===== src/rtl/ov7670_capture.sv =====
// OV7670 capture: assembles RGB565 byte pairs into RGB444 frame-buffer writes with line/column addressing.
// Latency: one pclk from the second byte of a pixel to we/frame_addr/frame_pixel; frame_done one pclk after vsync rises.
// Backpressure: none; the camera cannot be stalled, so pixels past the frame window are dropped without a write.
//
// Ports: pclk/reset (sync, active-high); vsync, href, d[7:0] from the camera;
//        frame_addr[18:0], frame_pixel[11:0], we to the frame buffer; frame_done end-of-frame pulse.
module ov7670_capture #(
    parameter int H_PIXELS = 640,
    parameter int V_LINES  = 480
) (
    input  logic        pclk,
    input  logic        reset,
    input  logic        vsync,
    input  logic        href,
    input  logic [7:0]  d,
    output logic [18:0] frame_addr,
    output logic [11:0] frame_pixel,
    output logic        we,
    output logic        frame_done
);

    localparam int COL_W  = $clog2(H_PIXELS + 1);
    localparam int LINE_W = $clog2(V_LINES + 1);

    typedef enum logic [1:0] {
        WAIT_VSYNC,
        WAIT_FRAME,
        ACTIVE
    } state_t;

    state_t              state_q, state_d;
    logic                href_q, href_d;
    logic                phase_q, phase_d;
    logic [6:0]          hi_q, hi_d;       // {R5[4:1], G6[5:3]}: only the bits that survive RGB444
    logic [COL_W-1:0]    col_q, col_d;
    logic [LINE_W-1:0]   line_q, line_d;
    logic [18:0]         line_base_q, line_base_d;
    logic [18:0]         addr_q, addr_d;
    logic [11:0]         pix_q, pix_d;
    logic                we_q, we_d;
    logic                done_q, done_d;

    always_comb begin
        state_d     = state_q;
        href_d      = 1'b0;
        phase_d     = phase_q;
        hi_d        = hi_q;
        col_d       = col_q;
        line_d      = line_q;
        line_base_d = line_base_q;
        addr_d      = addr_q;
        pix_d       = pix_q;
        we_d        = 1'b0;
        done_d      = 1'b0;

        case (state_q)
            WAIT_VSYNC: begin
                if (vsync) begin
                    state_d = WAIT_FRAME;
                end
            end
            WAIT_FRAME: begin
                if (!vsync) begin
                    state_d     = ACTIVE;
                    col_d       = '0;
                    line_d      = '0;
                    line_base_d = '0;
                    phase_d     = 1'b0;
                end
            end
            ACTIVE: begin
                if (vsync) begin
                    // vsync has priority over any byte arriving in the same cycle
                    state_d = WAIT_FRAME;
                    done_d  = 1'b1;
                end else begin
                    // href history is only tracked while capturing, so a stale
                    // high level can never fake a falling edge on frame entry
                    href_d = href;
                    if (href) begin
                        if (!phase_q) begin
                            hi_d    = {d[7:4], d[2:0]};
                            phase_d = 1'b1;
                        end else begin
                            phase_d = 1'b0;
                            if (col_q < COL_W'(H_PIXELS) && line_q < LINE_W'(V_LINES)) begin
                                we_d   = 1'b1;
                                addr_d = line_base_q + 19'(col_q);
                                pix_d  = {hi_q[6:3], hi_q[2:0], d[7], d[4:1]};
                            end
                            if (col_q < COL_W'(H_PIXELS)) begin
                                col_d = col_q + COL_W'(1);
                            end
                        end
                    end else if (href_q) begin
                        // end of line: realign byte phase, drop any lone trailing byte
                        col_d   = '0;
                        phase_d = 1'b0;
                        if (line_q < LINE_W'(V_LINES)) begin
                            line_d      = line_q + LINE_W'(1);
                            line_base_d = line_base_q + 19'(H_PIXELS);
                        end
                    end
                end
            end
            default: state_d = WAIT_VSYNC;
        endcase
    end

    always_ff @(posedge pclk) begin
        if (reset) begin
            state_q     <= WAIT_VSYNC;
            href_q      <= 1'b0;
            phase_q     <= 1'b0;
            hi_q        <= '0;
            col_q       <= '0;
            line_q      <= '0;
            line_base_q <= '0;
            addr_q      <= '0;
            pix_q       <= '0;
            we_q        <= 1'b0;
            done_q      <= 1'b0;
        end else begin
            state_q     <= state_d;
            href_q      <= href_d;
            phase_q     <= phase_d;
            hi_q        <= hi_d;
            col_q       <= col_d;
            line_q      <= line_d;
            line_base_q <= line_base_d;
            addr_q      <= addr_d;
            pix_q       <= pix_d;
            we_q        <= we_d;
            done_q      <= done_d;
        end
    end

    assign frame_addr  = addr_q;
    assign frame_pixel = pix_q;
    assign we          = we_q;
    assign frame_done  = done_q;

endmodule


===== config.mk =====
export PLATFORM = sky130hd
export DESIGN_NAME = ov7670_capture
export DESIGN_NICKNAME = d
export VERILOG_FILES = /design/src/rtl/ov7670_capture.sv
export SDC_FILE = /design/constraint.sdc
export NUM_CORES = 1
export LEC_CHECK = 0
export ABC_AREA = 1
export CORE_MARGIN = 2
export CORE_UTILIZATION = 40
export CTS_BUF_LIST = sky130_fd_sc_hd__clkbuf_4 sky130_fd_sc_hd__clkbuf_8
export CTS_CLUSTER_SIZE = 30
export DETAILED_ROUTE_END_ITERATION = 8
export PLACE_DENSITY_LB_ADDON = 0.05
export SKIP_CTS_REPAIR_TIMING = 1
export SLEW_MARGIN = 5
export SYNTH_ARGS = -nofsm -noshare
export SYNTH_HDL_FRONTEND = slang
export SYNTH_SLANG_ARGS = --single-unit

===== constraint.sdc =====
create_clock -name pclk -period 1.7 [get_ports pclk]
set_input_delay 0.51 -clock pclk [delete_from_list [all_inputs] [get_ports pclk]]
set_output_delay 0.51 -clock pclk [all_outputs]
set_load 0.01 [all_outputs]

Yosys cells after proc, flatten, opt, wreduce, memory -nomap -nowiden --
Cells that the tools add are included.
Storage, ports and cells: register bits after elaboration 82, input bits 12, output and inout port bits 33
Operators by class: add/sub/neg operators 4, $lt $le $gt $ge 2, equality and inequality tests 11, mux-type cells 30, bitwise logic cells 4, reduce and logical (&&, ||, !) cells 13
Operators with widths (count):
- $mux W19 | 5
- $mux W10 | 6
- $mux W9 | 5
- $pmux W19 S2 | 1
- $pmux W10 S2 | 1
- $add A19 B10 Y19 | 1
- $add A19 B10 Y19 const B | 1
- $pmux W9 S2 | 1
- $reduce_and A6 Y1 | 2
- $add A10 B1 Y10 const B | 1
- $lt A10 B10 Y1 const B | 1
- $ne A2 B2 Y1 const B | 5
- $add A9 B1 Y9 const B | 1
- $lt A9 B9 Y1 const B | 1
- $ne A3 B3 Y1 const B | 3
- $reduce_and A4 Y1 | 2
- $mux W1 | 7
- $reduce_and A5 Y1 | 1
- $reduce_or A5 Y1 | 1
- $mux W2 | 2
- $not A1 Y1 | 4
- $pmux W2 S2 | 1
- $reduce_or A2 Y1 | 2
- $reduce_or A3 Y1 | 1
- 8 further kinds | 8

Depth between registers and ports, before layout --
Gate-level depths: netlist (run 1).
depth after elaboration 6, depth in mapped cells 12, depth with buffers taken out 12

Worst setup path after synthesis (run 1) --
Ideal clock, no wire load.
path kind flip-flop to flip-flop, start register col_q[8], end register addr_q[17] (netlist: frame_addr[17]), setup time 0.117 ns, arrival time 1.349 ns, data required time 1.583 ns, path slack 0.234 ns, stages on the path, launching flop included 11, clock period less this slack 1.466 ns, path through dfxtp_1 -> ha_1 -> nand2_1 -> inv_1 -> nand2_1 -> nand2_1 -> nand2_1 -> nor2_1 -> nand3_1 -> a21oi_1 -> nor2_1
Between the ends: word-level cells in the longest chain between the ends 3, elaborated cells on any way between the ends 4, those cells by class 1 x add/sub; 1 x order compare; 2 x reduce/logical
RTL lines:
- start, declared | RTL line 35 | logic [COL_W-1:0] col_q, col_d;
- start signal, assigned | RTL line 128 | col_q <= col_d;
- $lt A10 B10 Y1 | RTL line 86 | if (col_q < COL_W'(H_PIXELS) && line_q < LINE_W'(V_LINES)) begin
- $logic_and A1 B1 Y1 | RTL line 86
- $reduce_and A5 Y1 (no source line)
- end signal, assigned | RTL line 131 | addr_q <= addr_d;
- end, declared | RTL line 38 | logic [18:0] addr_q, addr_d;
Parallel ways exist; a longest one is shown, timed or not. A chain may end at the register's enable or synchronous reset.

Final worst setup path (run 1) --
start register state_q[1], end register line_base_q[7]
Between the ends: word-level cells in the longest chain between the ends 3, elaborated cells on any way between the ends 10, those cells by class 7 x eq/ne; 1 x mux; 2 x reduce/logical
RTL lines:
- start, declared | RTL line 31 | state_t state_q, state_d;
- start signal, assigned | RTL line 124 | state_q <= state_d;
- $eq A2 B2 Y1 or $eq A2 B1 Y1 (tied branches) | RTL line 56 | case (state_q)
- $ne A2 B2 Y1 (no source line) or $reduce_bool A2 Y1 (tied branches)
- $reduce_and A6 Y1 (no source line)
- end signal, assigned | RTL line 130 | line_base_q <= line_base_d;
- end, declared | RTL line 37 | logic [18:0] line_base_q, line_base_d;
Parallel ways exist; a longest one is shown, timed or not.

==> qor.yml, run 1 <==
status:
  status: "finished clean"
detailed_routing:
  drtAntennaViolNets: 0
  num_vias: 3577
  first_iter_violations: 140
  viasPerCell: 4.87
  post_drt_wl_per_cell_um: 12.4
  drt_wl_total_um: 9120
  drt_pre_antenna_iters: 4
  drc: 0
worst_setup_path:
  worstSetupStartpointType: "flip-flop"
  worstSetupPathType: "reg2reg"
  worstPathArrival_ns: 1.83
  required_ns: 1.94
  critPathMaxFanout: 6
  endpoint_kind: "flip-flop"
yosys:
  ys_warn_count: 0
  mappedNetlistArea_um2: 3620
  synth_seq_area_share: 0.415
  yosysUniqueCellTypes: 35
  synth_compound_area_frac: 0.115
  synth_xor_area_frac: 0.0121
  synth_top_area_frac: 0.415
  yosys.area.top_type: "dfxtp_1"
  yosys.area_share.simple: 0.349
  synth_area_leaders: "dfxtp_1 (41%), nand2_1 (12%), nor2_1 (11%)"
  muxShareOfSynthArea: 0
  synth_top_family_by_area: "simple AND/OR/NAND/NOR gates"
  synth_fp_nets: 557
  synth_fa_ha_area_frac: 0.0242
  synthCells: 538
  syn_area_per_cell_um2: 6.73
  ys_ff_latch: 75
die:
  core_area_um2: 8760
  die_area_um2: 9830
  fp-row-count: 34
  die_height_um: 99.1
  io_pins: 45
  die_w_um: 99.1
  start_util: 0.413
clock_network:
  cts_buffer_depth: 2
  cts_tree: "built"
  numCtsBuffers: 9
  clkLatencyLatePin_ns: 0.35
  cts.clk_slew.worst_paths_ns: 0.08
  h-tree-depth: 3
  clkSinkCount: 75
  cts_root_buffer: "clkbuf_8"
run:
  drv_cap: 0
global_route:
  overflow: 0
  grt_pass1_wl_um: 15300
  track_usage: 0.189
  antenna_found_initial: 0
  grt_pass1_vias: 3303
  grt_start_max_net_pins: 25
finish:
  drive_gt1_frac: 0.161
  area_delta_synth_final_pct: 37.1
  regArea_um2: 1500
  fillCellCount: 835
  antenna_cells: 0
  final_net_count: 641
  fin_cells: 735
  multiInputGateArea_um2: 1900
timing:
  finClkSkew_ns: 0.00815
  drv_slew: 0
  final-hold-violation-count: 0
  max_freq_ghz: 0.633
  holdWs_ns: 0.467
  fin_crit_ns: 1.58
  period_share: 0.930
  setup_viol: 0
  rsz0062_at_grt: "true"
pwr:
  power_density_nw_per_um2: 760
  seqPwrFrac: 0.473
  pwr-share-comb: 0.076
  switching_share: 0.225
  p_int_mw: 2.92
  power_switching_mw: 0.848
  pwr-share-clk: 0.452
  power.leakage_nw: 2.61
  irDropWorstVdd_uv: 442
place:
  portBuffers: 44
  dp_cells: 712
  place_congestion: 0.951
  post-dp-hpwl_um: 6430
min_path:
  hold_class: "in2reg"
placed cells by master (no fill, tap or decap), types with 2 or more instances in the layout:
| cell type | instances |
|---|---|
| a21oi_1 | 32 |
| buf_12 | 6 |
| buf_4 | 38 |
| bufinv_16 | 3 |
| clkbuf_8 | 10 |
| clkdlybuf4s50_1 | 9 |
| clkinv_4 | 2 |
| dfxtp_1 | 74 |
| dlymetal6s2s_1 | 35 |
| ha_1 | 6 |
| inv_1 | 49 |
| inv_2 | 8 |
| nand2_1 | 113 |
| nand2_2 | 8 |
| nand2_4 | 2 |
| nand3_1 | 35 |
| nand3_2 | 3 |
| nand4_1 | 11 |
| nor2_1 | 102 |
| nor2_2 | 7 |
| nor2_4 | 3 |
| nor3_1 | 6 |
| nor3_2 | 2 |
| nor3b_2 | 2 |
| o21ai_0 | 36 |
| o21ai_1 | 6 |
| xnor2_1 | 2 |
| xor2_1 | 3 |
registers in the layout (all words and copies together), names as in the netlist:
| signal | count |
|---|---|
| frame_pixel | 12 |
| col_q | 10 |
| line_q | 9 |
| line_base_q | 12 |
| we | 1 |
| frame_addr | 19 |
| state_q | 2 |
| hi_q | 7 |
| href_q | 1 |
| phase_q | 1 |
| frame_done | 1 |
worst max-delay path, stage by stage (launching register included):
cell and delay, ns:
dfxtp_1 0.33, inv_1 0.11, nand2_1 0.09, nand2_2 0.11, nand3_1 0.13, nor2_4 0.20, buf_4 0.15, buf_12 0.11
buf_4 0.10, nand2_1 0.04, nand2_1 0.05, nor2_1 0.05
cells in the mapped netlist (all sizes together):
cell	n
nor3	8
inv	58
nor2	112
nand3	38
o211a	1
and3	1
a21oi	34
buf	8
nand4	11
o21ai	42
xor2	3
o2111ai	1
ha	7
conb	1
dfxtp	75
a21boi	1
xnor2	2
nor3b	2
o21a	1
clkbuf	8
nand2	123
nand3b	1
routing by layer:
layer / wire [um] / GRT usage / up-vias
li1: - / - / 1894
met1: 4380 / 0.253 / 1607
met2: 4240 / 0.313 / 69
met3: 417 / 0.0274 / 7
met4: 82 / 0.0674 / 0
met5: 0 / 0 / -
worst paths after layout:
kind         startpoint        endpoint  slack (ns)  cells after the start
min               vsync          href_q        0.47                      2
max reg2reg  state_q[1]  line_base_q[7]        0.12                     11
max          state_q[1]  line_base_q[7]        0.12                     11
min reg2reg  state_q[1]      state_q[0]        0.48                      1
kinds of logic after synthesis:
group,count (synthesis)
simple gates,296
compound gates,80
flops,75
buf+inv,74
fa+ha+maj,7
xor+xnor,5
other cells,1
stage by stage:
step           total power [mW]  worst slack [ns]  utilization  setup TNS (ns)  cell area, um^2
2_1_floorplan              1.94             0.234            -               0             3620
3_3_place_gp               2.07            -0.385        0.510          -15.37             4470
3_5_place_dp               2.07            -0.375        0.510          -17.57             4470
4_1_cts                    3.78            -0.104        0.539           -1.60             4720
5_1_grt                    3.91           -0.0298        0.566          -0.120             4960
6_report                   3.77             0.119        0.566               0             4960
power by group through the flow:
stage / clock network, mW / logic [mW] / registers (mW)
global placement: 0 / 0.251 / 1.82
CTS: 1.75 / 0.253 / 1.78
floorplan: 0 / 0.122 / 1.82
detailed placement: 0 / 0.252 / 1.82
finish: 1.70 / 0.285 / 1.78
global route: 1.81 / 0.314 / 1.78
final cells by class:
type	count	share of cell area
clock inverters	6	0.0227
inverters	58	0.0444
well taps	108	0.0272
repair buffers	89	0.193
clock buffers	10	0.0277
flip-flops and latches	75	0.303
multi-input cells	389	0.382
Power figures use the tool's default switching activity.
==> run 2, diff against run 1 <==
- ABC_AREA: 1 -> 0
- RECOVER_POWER: default -> 25
==> qor.yml, run 2 <==
detailed_routing:
  first_iter_violations: 128  # -8.6%
  viasPerCell: 5.41  # +11%
  drt_wl_total_um: 9390  # +3.0%
  post_drt_wl_per_cell_um: 14.8  # +19%
  drtAntennaViolNets: 0  # unchanged
  drt_pre_antenna_iters: 4  # unchanged
  num_vias: 3436  # -3.9%
  drc: 0  # unchanged
timing:
  layout_setup_ws_ns: -0.0488  # -0.168 ns
  max_freq_ghz: 0.572  # -9.6%
  setup_viol: 7  # +7
  final-hold-violation-count: 0  # unchanged
  drv_slew: 0  # unchanged
  fin_crit_ns: 1.75  # +0.168 ns
  rsz0062_at_grt: "true"
  period_share: 1.03  # +0.0988
  finClkSkew_ns: 0.0168  # +0.00864 ns
  slew_headroom: 0.530
  worst_pin_slew_ns: 0.706
  holdWs_ns: 0.447  # -0.0203 ns
global_route:
  grt_pass1_wl_um: 15000  # -1.7%
  grt_start_max_net_pins: 37  # +48%
  overflow: 0  # unchanged
  track_usage: 0.189  # -0.000301
  antenna_found_initial: 0  # unchanged
  grt_pass1_vias: 3129  # -5.3%
clock_network:
  cts_tree: "built"
  h-tree-depth: 3  # unchanged
  cts_root_buffer: "clkbuf_8"
  clkLatencyLatePin_ns: 0.36  # about the same
  cts_buffer_depth: 2  # unchanged
  clkSinkCount: 75  # unchanged
  numCtsBuffers: 9  # unchanged
  cts.clk_slew.worst_paths_ns: 0.10  # +0.02 ns
yosys:
  synth_top_area_frac: 0.425  # +0.0104
  ys_ff_latch: 75  # unchanged
  synthTopCellsByCount: "dfxtp_1 (75), nand2_1 (53), a21oi_1 (49), nor2_1 (24), clkbuf_1 (19)"
  yosys.area.top_type: "dfxtp_1"
  syn_area_per_cell_um2: 8.57  # +27%
  ys_warn_count: 0  # unchanged
  synth_edf_count: 0  # unchanged
  yosysUniqueCellTypes: 49  # +40%
  synth_seq_area_share: 0.425  # +0.0104
  mappedNetlistArea_um2: 3530  # -2.5%
  synth.most_common_cell: "dfxtp_1"
  synth_area_leaders: "dfxtp_1 (43%), a21oi_1 (6.9%), nand2_1 (5.6%)"
  synth_top_flop_cell: "dfxtp_1"
  synth_fp_nets: 431  # -23%
  async_flop_share: 0  # unchanged
  synthCells: 412  # -23%
place:
  place_congestion: 0.806  # -15%
  post-dp-hpwl_um: 6270  # -2.6%
  postPlaceCellArea_um2: 4590  # +2.5%
  portBuffers: 44  # unchanged
die:
  core_area_um2: 8640  # -1.5%
  fp-row-count: 34  # unchanged
  io_pins: 45  # unchanged
  die_area_um2: 9600  # -2.3%
  die_w_um: 98.0  # -1.2%
  start_util: 0.409  # -0.00418
  die_height_um: 98.0  # -1.2%
worst_setup_path:
  r2r_setup_slack_ns: -0.05  # -0.17 ns
  worst_r2r_endpoint: "line_base_q[14]"
  endpoint_kind: "flip-flop"
  worstSetupStartpointType: "flip-flop"
  slowest_stage: "or4_4"
  crit_path_max_incr_delay_ns: 0.51  # +0.18 ns
  timing.rr.start: "state_q[0]"
  worstSetupPathType: "reg2reg"
  r2r_cells: 5  # -6
  required_ns: 1.99  # +0.05 ns
  critPathMaxFanout: 17  # +11
  worstPathArrival_ns: 2.04  # +0.21 ns
  path_cells: "and4bb_4, o221ai_4, buf_12, or4_4, a21oi_2"
pwr:
  power.leakage_nw: 1.97  # -25%
  power_density_nw_per_um2: 653  # -14%
  irDropWorstVdd_uv: 427  # -3.4%
  power.total_mw: 3.31  # -12%
status:
  violations: "setup timing"
  status: "finished, violations left"
min_path:
  hold_class: "reg2reg"
  hp-start: "hi_q[3]"
  hold_depth: 2  # unchanged
  hold_end: "frame_pixel[8]"
finish:
  area_delta_synth_final_pct: 43.4
  stdcell_area_um2: 5060  # +2.0%
  largest_reg_flops: 19  # unchanged
  layout_common_cells: "buf_4 (71), dfxtp_1 (69), nand2_1 (53)"
  final_common_cell: "buf_4"
  final_net_count: 541  # -16%
  antenna_cells: 0  # unchanged
  drive_gt1_frac: 0.269  # +0.108
run:
  drv_cap: 0  # unchanged
-- run 2: layer usage --
metal / global-route usage / wire (um) / vias up
li1: - / - / 1743
met1: 0.259 / 4540 / 1636
met2: 0.303 / 4420 / 47
met3: 0.0329 / 309 / 10
met4: 0.0630 / 122 / 0
met5: 0 / 0 / -
-- run 2: area by class of cell --
class / instances / area (um^2)
inverters: 9 / 33.8
flip-flops and latches: 75 / 1510
clock buffers: 9 / 124
multi-input cells: 299 / 2020
fillers: 832 / 3570
well taps: 108 / 135
repair buffers: 128 / 1180
clock inverters: 7 / 57.6
-- run 2: cell families after synthesis --
logic type,synth area share
fa+ha+maj,0.0248
buf+inv,0.0503
simple gates,0.240
other cells,0.00106
flops,0.425
compound gates,0.206
xor+xnor,0.0248
mux,0.0283
-- run 2: where the power goes --
group          internal (mW)  switching (mW)  total (mW)
logic                  0.109           0.118       0.227
clock network          0.548           0.755        1.30
registers               1.76          0.0120        1.78
total                   2.42           0.885        3.31
-- run 2: how the worst max path moves through the flow --
stage	to	startpoint
after global routing	line_base_q[12]	state_q[0]
after CTS	line_q[3]	href
after global placement	line_q[5]	href
after detailed placement	line_q[3]	href
final	line_base_q[14]	state_q[0]
after floorplan	line_q[7]	href
-- run 2: metrics by stage --
step	TNS (ns)	worst slack (ns)	utilization	cells
2_1_floorplan	-0.0487	-0.0487	-	412
3_3_place_gp	-35.76	-0.671	0.531	612
3_5_place_dp	-37.07	-0.693	0.531	612
4_1_cts	-12.73	-0.321	0.552	628
5_1_grt	-0.763	-0.112	0.586	635
6_report	-0.196	-0.0488	0.586	635
-- run 2: critical path: cells and delay by family (launching register included) --
family | cells | cell delay (ns)
buf+inv | 1 | 0.18
flops | 1 | 0.38
compound gates | 2 | 0.29
simple gates | 2 | 0.84
==> run 3, diff against run 2 <==
- SKIP_CTS_REPAIR_TIMING: 1 -> default
- TNS_END_PERCENT: default -> 30
==> qor.yml, run 3 (same netlist as run 2, synthesis figures left out) <==
timing:
  max_freq_ghz: 0.578  # +1.0%
  worst_pin_slew_ns: 0.711  # +0.00579 ns
  final-hold-violation-count: 0  # unchanged
  layout_setup_ws_ns: -0.0311  # +0.0177 ns
  rsz0062_at_grt: "true"
  setup_viol: 2  # -5
  drv_slew: 0  # unchanged
  period_share: 1.02  # -0.0104
  fin_crit_ns: 1.73  # -0.0177 ns
  finClkSkew_ns: 0.00989  # -0.00690 ns
  slew_headroom: 0.526  # -0.00386
finish:
  final_core_util: 0.573  # -0.0132
  final_common_cell: "dfxtp_1"
  drive_gt1_frac: 0.272  # +0.00258
  largest_reg_flops: 19  # unchanged
  antenna_cells: 0  # unchanged
  fillCellCount: 820  # -1.4%
  area_delta_synth_final_pct: 40.1
  final_net_count: 536  # -0.92%
  stdcell_area_um2: 4950  # -2.2%
  layout_common_cells: "dfxtp_1 (64), buf_4 (63), nand2_1 (53)"
min_path:
  hold_class: "reg2reg"
detailed_routing:
  drtAntennaViolNets: 0  # unchanged
  drc: 0  # unchanged
  first_iter_violations: 95  # -26%
  post_drt_wl_per_cell_um: 15.4  # +4.0%
  drt_wl_total_um: 9690  # +3.2%
  viasPerCell: 5.47  # +1.1%
  drt_pre_antenna_iters: 4  # unchanged
  num_vias: 3447  # +0.32%
status:
  status: "finished, violations left"
  violations: "setup timing"
die:
  fp-row-count: 34  # unchanged
  die_w_um: 98.0  # unchanged
  die_height_um: 98.0  # unchanged
  start_util: 0.409  # unchanged
  io_pins: 45  # unchanged
  core_area_um2: 8640  # unchanged
  die_area_um2: 9600  # unchanged
pwr:
  power.leakage_nw: 1.86  # -5.7%
  irDropWorstVdd_uv: 318  # -25%
  power_density_nw_per_um2: 672  # +2.9%
global_route:
  gr-usage-met2: 0.310  # +0.00738
  track_usage: 0.196  # +0.00657
  grt_pass1_vias: 3222  # +3.0%
  use_met3: 0.0336  # +0.000716
  grt_use_met1: 0.269  # +0.00969
  grt_pass1_wl_um: 15500  # +2.9%
  busiest_layer: "met2"
  grt_start_max_net_pins: 38  # +2.7%
  antenna_found_initial: 0  # unchanged
  overflow: 0  # unchanged
clock_network:
  cts_hold_buf: 0
  cts.clk_slew.worst_paths_ns: 0.09  # about the same
  cts_tree: "built"
  clkSinkCount: 75  # unchanged
  numCtsBuffers: 9  # unchanged
  cts_root_buffer: "clkbuf_8"
  cts_buffer_depth: 2  # unchanged
  clkLatencyLatePin_ns: 0.36  # about the same
  h-tree-depth: 3  # unchanged
worst_setup_path:
  worstSetupStartpointType: "flip-flop"
  worstSetupPathType: "reg2reg"
  critPathMaxFanout: 7  # -10
  worstPathArrival_ns: 2.03  # about the same
  endpoint_kind: "flip-flop"
  required_ns: 1.99  # about the same
place:
  postPlaceCellArea_um2: 4500  # -1.9%
  portBuffers: 44  # unchanged
  dp_slack_ns: -0.687  # +0.00664 ns
  post-dp-hpwl_um: 6230  # -0.67%
  place_congestion: 0.805  # -0.15%
run:
  drv_cap: 0  # unchanged
run 3: cell types whose count changed in the layout (fill, tap and decap cells not counted), moves of 3 or more:
cell             change
dlygate4sd2_1       +34
dfxtp_2              +5
buf_4                -8
dfxtp_1              -5
a311oi_1             +3
a311oi_2             -3
clkdlybuf4s25_1     -20
dlymetal6s2s_1      -15
run 3: final cells by class:
| type | count | area [um^2] | area share |
|---|---|---|---|
| multi-input combinational | 300 | 2020 | 0.409 |
| inverter | 9 | 33.8 | 0.00683 |
| timing repair buffer | 122 | 1060 | 0.214 |
| tap | 108 | 135 | 0.0273 |
| sequential | 75 | 1520 | 0.307 |
| clock inverter | 7 | 57.6 | 0.0116 |
| clock buffer | 9 | 124 | 0.0250 |
run 3: critical path, stage by stage (launching register included):
cell and delay, ns:
dfxtp_4 0.36, and4bb_4 0.32, o221ai_4 0.19, buf_6 0.19, or4_4 0.47, a21oi_2 0.14
run 3: routing by layer:
metal	routed length, um	share of wire
met1	4620	0.48
met2	4460	0.46
met3	510	0.053
met4	101	0.010
met5	0	0
run 3: per-stage QoR:
stage | std cells | TNS (ns) | power, mW | hold WS [ns]
global placement | 601 | -33.86 | 2.02 | 0.436
detailed placement | 601 | -34.29 | 2.02 | 0.441
floorplan | 412 | -0.200 | 1.92 | 0.431
global route | 630 | -0.940 | 3.45 | 0.473
finish | 630 | -0.0617 | 3.33 | 0.456
CTS | 624 | -0.274 | 3.34 | 0.424
run 3: power by group:
| group | switching (mW) | internal (mW) | leakage (nW) |
|---|---|---|---|
| combinational | 0.128 | 0.114 | 1.16 |
| clock | 0.758 | 0.550 | 0.0833 |
| sequential | 0.0112 | 1.76 | 0.610 |
run 3: worst paths after layout:
check                  from              to  slack, ns  cells past startpoint
max              state_q[0]       line_q[7]      -0.03                      5
min          frame_pixel[2]  frame_pixel[2]       0.46                      2
max reg2reg      state_q[0]       line_q[7]      -0.03                      5
min reg2reg  frame_pixel[2]  frame_pixel[2]       0.46                      2
run 3: repair_timing:
| action | 4_1_cts | 5_1_grt |
|---|---|---|
| endpoints found under the setup margin | 82 | 39 |
| buffers inserted | 5 | 3 |
| pin swaps | 26 | 10 |
| resized for setup | 52 | 40 |
| cloned | 2 | 3 |
